$ cat config.mk
export PLATFORM = sky130hd
export DESIGN_NAME = ov_power_seq
export DESIGN_NICKNAME = d
export VERILOG_FILES = /design/src/rtl/ov_power_seq.sv
export SDC_FILE = /design/constraint.sdc
export NUM_CORES = 1
export LEC_CHECK = 0
export BUFFER_PORTS_ARGS = -buffer_cell sky130_fd_sc_hd__buf_2
export CAP_MARGIN = 20
export CORE_MARGIN = 2
export CORE_UTILIZATION = 35
export CTS_BUF_LIST = sky130_fd_sc_hd__clkbuf_4 sky130_fd_sc_hd__clkbuf_8
export CTS_CLUSTER_SIZE = 14
export DETAILED_ROUTE_END_ITERATION = 8
export PLACE_DENSITY = 0.62
export SYNTH_ARGS = -nofsm -noshare
export SYNTH_HDL_FRONTEND = slang
export SYNTH_SLANG_ARGS = --single-unit
export TNS_END_PERCENT = 1
$ cat constraint.sdc
create_clock -name clk_i -period 5 [get_ports clk_i]
set_input_delay 0.75 -clock clk_i [delete_from_list [all_inputs] [get_ports clk_i]]
set_output_delay 0.75 -clock clk_i [all_outputs]
set_load 0.05 [all_outputs]
$ cat src/rtl/ov_power_seq.sv
// OV camera power-up / bring-up sequencer: PWDN -> RST -> SETTLE -> config.
// Build option: define OV_SEQ_TIMEOUT_EN to bound CFG_WAIT by CFG_TIMEOUT.
module ov_power_seq #(
  parameter logic [19:0] PWDN_CYC    = 20'd1000,
  parameter logic [19:0] RST_CYC     = 20'd1000,
  parameter logic [19:0] SETTLE_CYC  = 20'hffff0,
  parameter logic [19:0] CFG_TIMEOUT = 20'hfffff,
  parameter logic [1:0]  MAX_RETRY   = 2'd3
) (
  input  logic       clk_i,
  input  logic       rst_n_i,
  input  logic       restart_i,
  input  logic       cfg_done_i,
  input  logic       cfg_err_i,
  output logic       cam_pwdn_o,
  output logic       cam_rst_n_o,
  output logic       cfg_start_o,
  output logic       capture_en_o,
  output logic       ready_o,
  output logic       fail_o,
  output logic [1:0] retry_cnt_o
);

  typedef enum logic [2:0] {
    S_PWDN,
    S_RST,
    S_SETTLE,
    S_START,
    S_WAIT,
    S_RUN,
    S_FAIL
  } state_t;

  // A zero length is treated as a one-cycle phase.
  localparam logic [19:0] PWDN_END =
    (PWDN_CYC == 20'd0) ? 20'd0 : PWDN_CYC - 20'd1;
  localparam logic [19:0] RST_END =
    (RST_CYC == 20'd0) ? 20'd0 : RST_CYC - 20'd1;
  localparam logic [19:0] SET_END =
    (SETTLE_CYC == 20'd0) ? 20'd0 : SETTLE_CYC - 20'd1;

  state_t      state_q, state_d;
  logic [19:0] cnt_q, cnt_d;
  logic [1:0]  retry_d;
  logic        cfg_fail;
  logic        pwdn_d, rst_n_d, start_d;
  logic        cap_d, ready_d, fail_d;

`ifdef OV_SEQ_TIMEOUT_EN
  localparam logic [19:0] TO_END =
    (CFG_TIMEOUT == 20'd0) ? 20'd0 : CFG_TIMEOUT - 20'd1;
  // Silence from the config engine past the budget is an error.
  always_comb begin
    cfg_fail = cfg_err_i;
    if (!cfg_done_i && cnt_q == TO_END)
      cfg_fail = 1'b1;
  end
`else
  logic unused_timeout;
  assign unused_timeout = ^CFG_TIMEOUT;
  // Without the timeout only the engine's error ends a wait badly.
  always_comb begin
    cfg_fail = cfg_err_i;
  end
`endif

  // Next state, retry count and phase counter.
  always_comb begin
    state_d = state_q;
    retry_d = retry_cnt_o;
    if (restart_i) begin
      state_d = S_PWDN;
      retry_d = 2'd0;
    end else begin
      unique case (state_q)
        S_PWDN:   if (cnt_q == PWDN_END) state_d = S_RST;
        S_RST:    if (cnt_q == RST_END) state_d = S_SETTLE;
        S_SETTLE: if (cnt_q == SET_END) state_d = S_START;
        S_START:  state_d = S_WAIT;
        S_WAIT: begin
          if (cfg_fail) begin
            if (retry_cnt_o < MAX_RETRY) begin
              retry_d = retry_cnt_o + 2'd1;
              state_d = S_PWDN;
            end else begin
              state_d = S_FAIL;
            end
          end else if (cfg_done_i) begin
            state_d = S_RUN;
          end
        end
        S_RUN:    state_d = S_RUN;
        S_FAIL:   state_d = S_FAIL;
        default:  state_d = S_PWDN;
      endcase
    end
    cnt_d = cnt_q + 20'd1;
    if (restart_i || state_d != state_q)
      cnt_d = 20'd0;
  end

  // Pin levels for the state being entered, so outputs track the state edge.
  always_comb begin
    pwdn_d  = 1'b0;
    rst_n_d = 1'b1;
    start_d = 1'b0;
    cap_d   = 1'b0;
    ready_d = 1'b0;
    fail_d  = 1'b0;
    unique case (state_d)
      S_PWDN: begin
        pwdn_d  = 1'b1;
        rst_n_d = 1'b0;
      end
      S_RST:   rst_n_d = 1'b0;
      S_START: start_d = 1'b1;
      S_RUN: begin
        cap_d   = 1'b1;
        ready_d = 1'b1;
      end
      S_FAIL: begin
        pwdn_d  = 1'b1;
        rst_n_d = 1'b0;
        fail_d  = 1'b1;
      end
      default: ;
    endcase
  end

  // State, counter and registered outputs.
  always_ff @(posedge clk_i or negedge rst_n_i) begin
    if (!rst_n_i) begin
      state_q      <= S_PWDN;
      cnt_q        <= 20'd0;
      retry_cnt_o  <= 2'd0;
      cam_pwdn_o   <= 1'b1;
      cam_rst_n_o  <= 1'b0;
      cfg_start_o  <= 1'b0;
      capture_en_o <= 1'b0;
      ready_o      <= 1'b0;
      fail_o       <= 1'b0;
    end else begin
      state_q      <= state_d;
      cnt_q        <= cnt_d;
      retry_cnt_o  <= retry_d;
      cam_pwdn_o   <= pwdn_d;
      cam_rst_n_o  <= rst_n_d;
      cfg_start_o  <= start_d;
      capture_en_o <= cap_d;
      ready_o      <= ready_d;
      fail_o       <= fail_d;
    end
  end

endmodule

Yosys cells after proc, flatten, opt, wreduce, memory -nomap -nowiden
Cells that the tools add are included.
- logic and storage cells: 51
- register bits: 30
- reduce and logical (&&, ||, !) cells: 9
- eq/ne operators: 13
- multiplexer cells: 18
- add/sub/neg operators: 2
- order comparisons: 1
- operators by type and width (operator ; number):
    $mux W3 ; 7
    $pmux W3 S7 ; 1
    $add A20 B1 Y20 const B ; 1
    $eq A20 B10 Y1 const B ; 1
    $eq A20 B20 Y1 const B ; 1
    $mux W20 ; 1
    $eq A3 B3 Y1 const B ; 5
    $eq A3 B2 Y1 const B ; 3
    $mux W2 ; 4
    $eq A3 B1 Y1 const B ; 2
    $logic_not A3 Y1 ; 2
    $reduce_bool A2 Y1 ; 3
    $mux W1 ; 5
    $ne A3 B3 Y1 ; 1
    $reduce_and A3 Y1 ; 1
    $reduce_or A3 Y1 ; 1
    $add A2 B1 Y2 const B ; 1
    $lt A2 B2 Y1 const B ; 1
    $reduce_or A2 Y1 ; 1
    $logic_or A1 B1 Y1 ; 1

Longest topological paths before layout
Gate-level depths: netlist (run 1).
- word-level depth: 8
- mapped depth: 7
- depth with buffers taken out: 6

Least setup slack after synthesis (run 1)
OpenSTA, ideal clock, no wires.
- path type: reg2reg
- start point: register cnt_q[16]
- end point: register cnt_q[10]
- setup slack: 3162 ps
- cell stages (with the launch flop): 7
- data arrival time: 1719 ps
- path buffers: 1
- cells stage by stage: dfrtp_1 -> or4_4 -> nor4_2 -> a211oi_1 -> o211ai_2 -> buf_4 -> nor2_1
- cells in the longest elaborated chain, start to end: 7
- ends and longest elaborated chain (element ; RTL line ; text):
    from (decl) ; 43 ; logic [19:0] cnt_q, cnt_d;
    from (signal assigned) ; 144 ; cnt_q <= cnt_d;
    $eq A20 B20 Y1 / $eq A20 B10 Y1 (equally long branches) ; 78, 76, 77 ;
    $mux W3, on equally long branches ; 78, 76, 77 ;
    $pmux W3 S7 * ; 75 ; unique case (state_q)
    $mux W3 * ; 71 ; if (restart_i) begin
    $ne A3 B3 Y1 * ; 98 ; if (restart_i || state_d != state_q)
    $logic_or A1 B1 Y1 * ; 98 ;
    $mux W20 * ; 98 ;
    via cnt_d[10] ; 43 ;
The timed path passes the listed nets; every way through them passes the cells marked *.
A chain may end at the register's enable or synchronous reset.

Worst setup path in the final report (run 1)
- start point: register cnt_q[16]
- end point: register cnt_q[11]
The elaborated chain is that of the path after synthesis.

==> results of run 1 <==
==> where the power goes <==
part           switching [mW]  internal, mW
clock network          0.0853         0.116
logic                  0.0116       0.00421
registers             0.00236         0.245
==> critical path, cell delays in order, from the launching register on <==
cell and delay (ns):
dfrtp_1 0.42, or4_4 0.58, nor4_2 0.28, a211oi_1 0.13, o211ai_2 0.69, nor2_1 0.14
==> layout make-up <==
cell class | count | area (um^2) | share of cell area
multi-input combinational | 120 | 763 | 0.432
sequential | 30 | 752 | 0.426
clock buffer | 7 | 90.1 | 0.0510
tap | 52 | 65.1 | 0.0369
timing repair buffer | 12 | 60.1 | 0.0340
inverter | 8 | 30.0 | 0.0170
clock inverter | 1 | 5.00 | 0.00283
==> state kept, by name, summed over array words and instances, names as in the netlist <==
register	flops
retry_cnt_o	2
fail_o	1
ready_o	1
cnt_q	20
state_q	3
cfg_start_o	1
cam_rst_n_o	1
cam_pwdn_o	1
==> per-stage QoR <==
stage,setup slack (ns),hold slack (ns)
after global placement,2.61,0.469
after floorplan,3.16,0.452
after global routing,2.38,0.514
final,2.60,0.488
after detailed placement,2.60,0.478
after CTS,2.59,0.486
==> logic make-up (layout without fill, tap and decap cells) <==
kind of cell,Yosys count,count (layout),synth area share
fa+ha+maj,2,2,0.0158
xor+xnor,19,19,0.105
mux,2,2,0.0127
compound gates,18,18,0.0879
simple gates,79,79,0.261
flops,30,30,0.476
buf+inv,14,28,0.0412
==> worst paths after layout <==
| kind | startpoint | endpoint | slack, ns | cells past startpoint |
|---|---|---|---|---|
| worst max-delay path | cnt_q[16] | cnt_q[11] | 2.60 | 5 |
| worst min-delay path | rst_n_i | cnt_q[13] | 0.49 | 1 |
| worst max register to register | cnt_q[16] | cnt_q[11] | 2.60 | 5 |
| worst min register to register | cnt_q[0] | cnt_q[0] | 0.49 | 1 |
| max in group asynchronous | rst_n_i | state_q[1] | 4.08 | 1 |
| min in group clk_i | cnt_q[0] | cnt_q[0] | 0.49 | 1 |
==> placed cells by master, fill, tap and decap left out, drive strengths merged, types with 2 or more instances in the layout <==
cell type and n:
a211oi 2, dfrtp 29, mux2i 2, nand2b 2
nor4 6, or3 2, nand3 10, a21oi 4
buf 12, clkbuf 7, nor3 4, nor2 34
inv 8, nand2 9, and3 2, nand4 5
xor2 12, ha 2, a31oi 3, xnor2 7
==> metal layers <==
layer | track usage | up-vias | share of wire
met5 | 0 | - | 0
met4 | 0.0692 | 0 | 0.026
met1 | 0.177 | 560 | 0.47
met2 | 0.192 | 24 | 0.47
li1 | - | 595 | -
met3 | 0.0385 | 5 | 0.039
==> results_dict.tcl, run 1 <==
set metrics [dict create \
    outcome "completed" \
    rsz0062_at_grt "no" \
    synth.top_cells.by_count "nor2_1 (33), dfrtp_1 (29), xor2_1 (12)" \
    clock_skew_ns 0.00457 \
    synth_nets 171 \
    grt_pass1_vias 1082 \
    setup_viol 0 \
    std_cell_rows 24 \
    grt_pass1_wl_mm 5.06 \
    die_area_um2 5070 \
    wl_mm 2.94 \
    clk_latency_ns 0.28 \
    p_leak_nw 0.770 \
    cap_violations 0 \
    vias 1184 \
    netlist_area_um2 1580 \
    synthTopCellsByArea "dfrtp_1 (46%), nor2_1 (7.8%), xor2_1 (6.7%)" \
    final_nets 184 \
    cts_resized 0 \
    dpl_cell_area_um2 1670 \
    area_growth_pct 11.7 \
    async_flop_share 1.00 \
    final_cell_count_no_fill 230 \
    hold_viol 0 \
    synth_top_area_share 0.459 \
    hp-class "primary input to async pin" \
    syn_area_per_cell_um2 9.64 \
    critPathRequiredTime_ns 5.12 \
    worst-setup-path-type "flop to flop" \
    worstSetupStartpointType "flop" \
    fmax_ghz 0.417 \
    place.port_buffers 12 \
    fin_setup_tns_ns 0 \
    netlist_instances 164 \
    firstDrtPassIters 4 \
    root_buffer "clkbuf_8" \
    slew_violations 0 \
    gr-total-overflow 0 \
    cp.arrival_ns 2.52 \
    antenna_found_initial 0 \
    cts_htree_levels 2 \
    synth_area_leader_cell "dfrtp_1" \
    ys_ff_latch 30 \
    path_max_fanout 20 \
    tightestPinTransition_ns 0.894 \
    design_area_um2 1770 \
    worstSetupEndpointType "flop" \
    min_period_ns 2.40 \
    vdd_drop_max_v 0.000102 \
    antenna_left 0 \
    ys.flop_type "dfrtp_1" \
    diodes 0 \
    postCtsSetupBuffers 0 \
    io_pins 13 \
    drive_above_1_share 0.169 \
    gp_congestion 0.826 \
    ctsHoldBuffers 0 \
    relSlewSlack 0.398 \
    core_um2 4350 \
    start_util 0.363 \
    first_iter_violations 102 \
    yosys_warnings 0 \
    grt_max_degree 31 \
    cts_made_buffers 5 \
    wl_per_cell_um 12.8 \
    cts_tree "done" \
    clkSlewWorstSetupHoldPaths_ns 0.06 \
    synth_edf_count 0 \
    synth.most_common_cell "nor2_1" \
    total_power_mw 0.465 \
    post-route-drc-count 0 \
    placedCellCount 222 \
    num-fill-cells 415 \
    p_per_area_nw_per_um2 263 \
    vias_per_cell 5.15 \
    die_x_um 71.2 \
    final_util 0.405 \
    clockBufferDepth 2 \
    die_h_um 71.2 \
    min_period_over_period 0.479 \
    hpwl_mm 2.12 \
    synth_cell_type_count 40 \
    seq_area_frac_synth 0.476 \
    grt.total_usage 0.132 \
    clock_sinks 30 \
]
Note: power is estimated with default switching activity, not from simulation.
==> inputs of run 2 (changes only) <==
==> constraint.sdc (replaced) <==
create_clock -name clk_i -period 2.3 [get_ports clk_i]
set_input_delay 0.345 -clock clk_i [delete_from_list [all_inputs] [get_ports clk_i]]
set_output_delay 0.345 -clock clk_i [all_outputs]
set_load 0.05 [all_outputs]
==> results_dict.tcl, run 2 (synthesis gave the netlist of run 1 again) <==
set metrics [dict create \
    ctsHoldBuffers 0 \
    die_h_um 71.2 \
    post-route-drc-count 0 \
    hold_viol 0 \
    root_buffer "clkbuf_8" \
    antenna_left 0 \
    ff2ff_path_depth 5 \
    cp.arrival_ns 2.34 \
    final-seq-area_um2 752 \
    die_x_um 71.2 \
    grt_pass1_wl_mm 5.22 \
    drive_above_1_share 0.254 \
    largest_register_ffs 20 \
    gr-total-overflow 0 \
    min_period_ns 2.19 \
    p_int_mw 0.799 \
    clockBufferDepth 2 \
    worstSetupEndpointType "flop" \
    wl_per_cell_um 13.1 \
    relSlewSlack 0.563 \
    outcome "completed" \
    path_max_fanout 10 \
    antenna_found_initial 0 \
    rr_startpoint "cnt_q[16]" \
    crit_cells 5 \
    power_frac_seq 0.523 \
    firstDrtPassIters 4 \
    gp_congestion 0.801 \
    clock_sinks 30 \
    wl_mm 3.27 \
    cts_tree "done" \
    critPathRequiredTime_ns 2.44 \
    endpoint "cnt_q[6]" \
    io_pins 13 \
    multi_input_area_um2 790 \
    cts_htree_levels 2 \
    clkSlewWorstSetupHoldPaths_ns 0.06 \
    p_comb_frac 0.044 \
    vias 1264 \
    design_area_um2 1930 \
    final_nets 203 \
    diodes 0 \
    cap_violations 0 \
    setup_slack_ns 0.106 \
    die_area_um2 5070 \
    vias_per_cell 5.08 \
    area_growth_pct 21.9 \
    cp_slowest_cell "or4_4" \
    hp-class "primary input to async pin" \
    setup_viol 0 \
    crit_start "cnt_q[16]" \
    worstReg2RegEnd "cnt_q[6]" \
    clk_latency_ns 0.28 \
    top_register "cnt_q" \
    p_clk_frac 0.433 \
    min_period_over_period 0.954 \
    r2r_setup_slack_ns 0.11 \
    num-fill-cells 403 \
    place.port_buffers 12 \
    slew_violations 0 \
    final_common_cell "nor2_1" \
    grt.total_usage 0.134 \
    p_sw_mw 0.224 \
    swShare 0.219 \
    core_um2 4350 \
    grt_pass1_vias 1126 \
    start_util 0.363 \
    p_per_area_nw_per_um2 531 \
    dpl_cell_area_um2 1800 \
    cpPeakStageDelay_ns 0.56 \
    critical_path_buf_inv_count 0 \
    first_iter_violations 96 \
    largestRegisters "cnt_q x20, state_q x3, retry_cnt_o x2" \
    std_cell_rows 24 \
    fmax_ghz 0.456 \
    hpwl_mm 2.16 \
    post-place-ws_ns -0.0502 \
    grt_max_degree 31 \
    vdd_drop_max_v 0.000260 \
    p_leak_nw 0.870 \
    tightestPinTransition_ns 0.655 \
    final_cell_mix "nor2_1 (33), dfrtp_1 (29), buf_4 (18), xor2_1 (12), buf_2 (12)" \
    cts_made_buffers 5 \
    worst-setup-path-type "flop to flop" \
    cp_top_family "simple AND/OR/NAND/NOR gates" \
    path_cells "or4_4, nor4_2, a211oi_2, o211ai_2, nor2_1" \
    clock_skew_ns 0.00407 \
    worstSetupStartpointType "flop" \
]
-- run 2: cell count changes in the layout (fill, tap and decap cells not counted), sizes merged --
cell | before | now
o211ai | 1 | 2
buf | 12 | 30
-- run 2: final cells by class --
cell class / instances / share of cell area
repair buffers: 30 / 0.101
flip-flops and latches: 30 / 0.390
multi-input cells: 121 / 0.410
clock inverters: 1 / 0.00260
clock buffers: 7 / 0.0468
inverters: 8 / 0.0156
well taps: 52 / 0.0338
-- run 2: layer usage --
layer | vias to the layer above | track usage | part of all wire
li1 | 642 | - | -
met1 | 594 | 0.177 | 0.46
met3 | 5 | 0.0427 | 0.037
met4 | 0 | 0.0629 | 0.013
met5 | - | 0 | 0
met2 | 23 | 0.198 | 0.49
-- run 2: power groups by stage --
stage               logic, mW  registers [mW]  clock network (mW)
finish                 0.0446           0.536               0.443
global route           0.0516           0.536               0.485
CTS                    0.0433           0.535               0.459
detailed placement     0.0421           0.545                   0
global placement       0.0416           0.545                   0
floorplan              0.0181           0.546                   0
-- run 2: metrics by stage --
step                utilization  cells  TNS [ns]  hold slack [ns]  power (mW)
global placement          0.413    239         0            0.414       0.587
global route              0.443    249  -0.00631            0.153        1.07
floorplan                     -    164         0           0.0494       0.564
finish                    0.443    249         0           0.0870        1.02
CTS                       0.437    247         0            0.111        1.04
detailed placement        0.413    239    -0.503            0.416       0.587
-- run 2: how the worst min path moves through the flow --
stage / from / end / slack, ns / cells after the start
after floorplan: rst_n_i / cam_rst_n_o / 0.05 / 0
after global placement: rst_n_i / cnt_q[0] / 0.41 / 1
after detailed placement: rst_n_i / cnt_q[0] / 0.42 / 1
after CTS: rst_n_i / cnt_q[12] / 0.11 / 1
after global routing: rst_n_i / cnt_q[9] / 0.15 / 1
final: rst_n_i / cnt_q[0] / 0.09 / 1
-- run 2: repair_timing --
action	CTS	global route
pin swaps	0	2
buffers inserted	0	1
setup endpoints to repair	19	20
cloned	0	1
gates resized for setup	1	1
==> inputs of run 3 (changes only) <==
--- a/config.mk
+++ b/config.mk
@@ -5,6 +5,7 @@
 export SDC_FILE = /design/constraint.sdc
 export NUM_CORES = 1
 export LEC_CHECK = 0
+export ABC_AREA = 0
 export BUFFER_PORTS_ARGS = -buffer_cell sky130_fd_sc_hd__buf_2
 export CAP_MARGIN = 20
 export CORE_MARGIN = 2
@@ -12,7 +13,6 @@
 export CTS_BUF_LIST = sky130_fd_sc_hd__clkbuf_4 sky130_fd_sc_hd__clkbuf_8
 export CTS_CLUSTER_SIZE = 14
 export DETAILED_ROUTE_END_ITERATION = 8
-export PLACE_DENSITY = 0.62
 export SYNTH_ARGS = -nofsm -noshare
 export SYNTH_HDL_FRONTEND = slang
 export SYNTH_SLANG_ARGS = --single-unit
==> results_dict.tcl, run 3 (synthesis gave the netlist of run 1 again) <==
set metrics [dict create \
    die_h_um 71.2 \
    rsz0062_at_grt "no" \
    setup_viol 0 \
    start_util 0.363 \
    hpwl_mm 2.15 \
    grt.total_usage 0.140 \
    ff2ff_path_depth 6 \
    clockBufferDepth 2 \
    fin_setup_tns_ns 0 \
    area_growth_pct 15.1 \
    min_period_ns 2.04 \
    antenna_left 0 \
    largestRegisters "cnt_q x20, state_q x3, retry_cnt_o x2" \
    final_common_cell "nor2_1" \
    final_nets 190 \
    drive_above_1_share 0.201 \
    die_x_um 71.2 \
    postCtsSetupBuffers 0 \
    vias 1232 \
    diodes 0 \
    holdWs_ns 0.0891 \
    total_power_mw 1.03 \
    clock_sinks 30 \
    cap_violations 0 \
    clock_skew_ns 0.00681 \
    tightestPinTransition_ns 0.667 \
    rr_startpoint "cnt_q[16]" \
    worstSetupEndpointType "flop" \
    cts_tree "done" \
    cts_made_buffers 5 \
    cp.arrival_ns 2.20 \
    critPathRequiredTime_ns 2.46 \
    io_pins 13 \
    grt_pass1_vias 1203 \
    hold_viol 0 \
    wl_mm 3.13 \
    die_area_um2 5070 \
    cts_htree_levels 2 \
    outcome "completed" \
    grt_pass1_wl_mm 5.57 \
    core_um2 4350 \
    dpl_cell_area_um2 1720 \
    clk_latency_ns 0.28 \
    post-route-drc-count 0 \
    first_iter_violations 87 \
    root_buffer "clkbuf_8" \
    place.port_buffers 12 \
    hp-class "primary input to async pin" \
    final_cell_mix "nor2_1 (33), dfrtp_1 (29), xor2_1 (12), buf_2 (12), nand3_1 (10)" \
    clkSlewWorstSetupHoldPaths_ns 0.06 \
    vdd_drop_max_v 0.000409 \
    worstSetupStartpointType "flop" \
    p_per_area_nw_per_um2 567 \
    design_area_um2 1820 \
    largest_register_ffs 20 \
    gp_congestion 0.849 \
    slew_violations 0 \
    path_max_fanout 20 \
    firstDrtPassIters 4 \
    min_period_over_period 0.885 \
    fmax_ghz 0.491 \
    gr-total-overflow 0 \
    p_leak_nw 0.803 \
    std_cell_rows 24 \
    relSlewSlack 0.555 \
    top_register "cnt_q" \
    antenna_found_initial 0 \
    worst-setup-path-type "flop to flop" \
    grt_max_degree 31 \
    crit_start "cnt_q[16]" \
    wl_per_cell_um 13.3 \
    vias_per_cell 5.22 \
]
run 3: report_power, final:
group	switching (mW)	internal (mW)
combinational	0.0260	0.0100
sequential	0.00493	0.532
clock	0.191	0.267
run 3: metrics by stage:
| stage | std cells | util | worst slack, ns |
|---|---|---|---|
| after floorplan | 164 | - | 0.462 |
| after global placement | 228 | 0.394 | 0.310 |
| after detailed placement | 228 | 0.394 | 0.260 |
| after CTS | 236 | 0.416 | 0.247 |
| after global routing | 236 | 0.418 | 0.0217 |
| final | 236 | 0.418 | 0.264 |
run 3: final cells by class:
class,count,area (um^2)
fill,446,2530
inverter,8,30.0
sequential,30,752
tap,52,65.1
multi-input combinational,120,769
clock buffer,8,97.6
timing repair buffer,18,105
run 3: layer usage:
| layer | track usage | share of wire | vias to the layer above |
|---|---|---|---|
| met1 | 0.194 | 0.49 | 594 |
| met2 | 0.200 | 0.44 | 22 |
| li1 | - | - | 609 |
| met4 | 0.0629 | 0.019 | 0 |
| met3 | 0.0427 | 0.049 | 7 |
| met5 | 0 | 0 | - |
run 3: worst paths after layout:
check	slack [ns]	end
worst max-delay path	0.26	cnt_q[19]
worst min-delay path	0.09	retry_cnt_o[0]
worst max register to register	0.26	cnt_q[19]
worst min register to register	0.49	cnt_q[0]
max in group asynchronous	1.77	cnt_q[18]
min in group clk_i	0.32	retry_cnt_o[0]
run 3: worst max-delay path: stages, from the launching register on:
cell,delay (ns)
dfrtp_1,0.42
or4_4,0.58
nor4_2,0.28
a211oi_1,0.13
o211ai_2,0.17
buf_4,0.26
nor2_1,0.08
run 3: timing repair:
action / in CTS / in global routing
hold buffers: 0 / 0
gates resized for setup: 0 / 1
endpoints found under the setup margin: 0 / 1
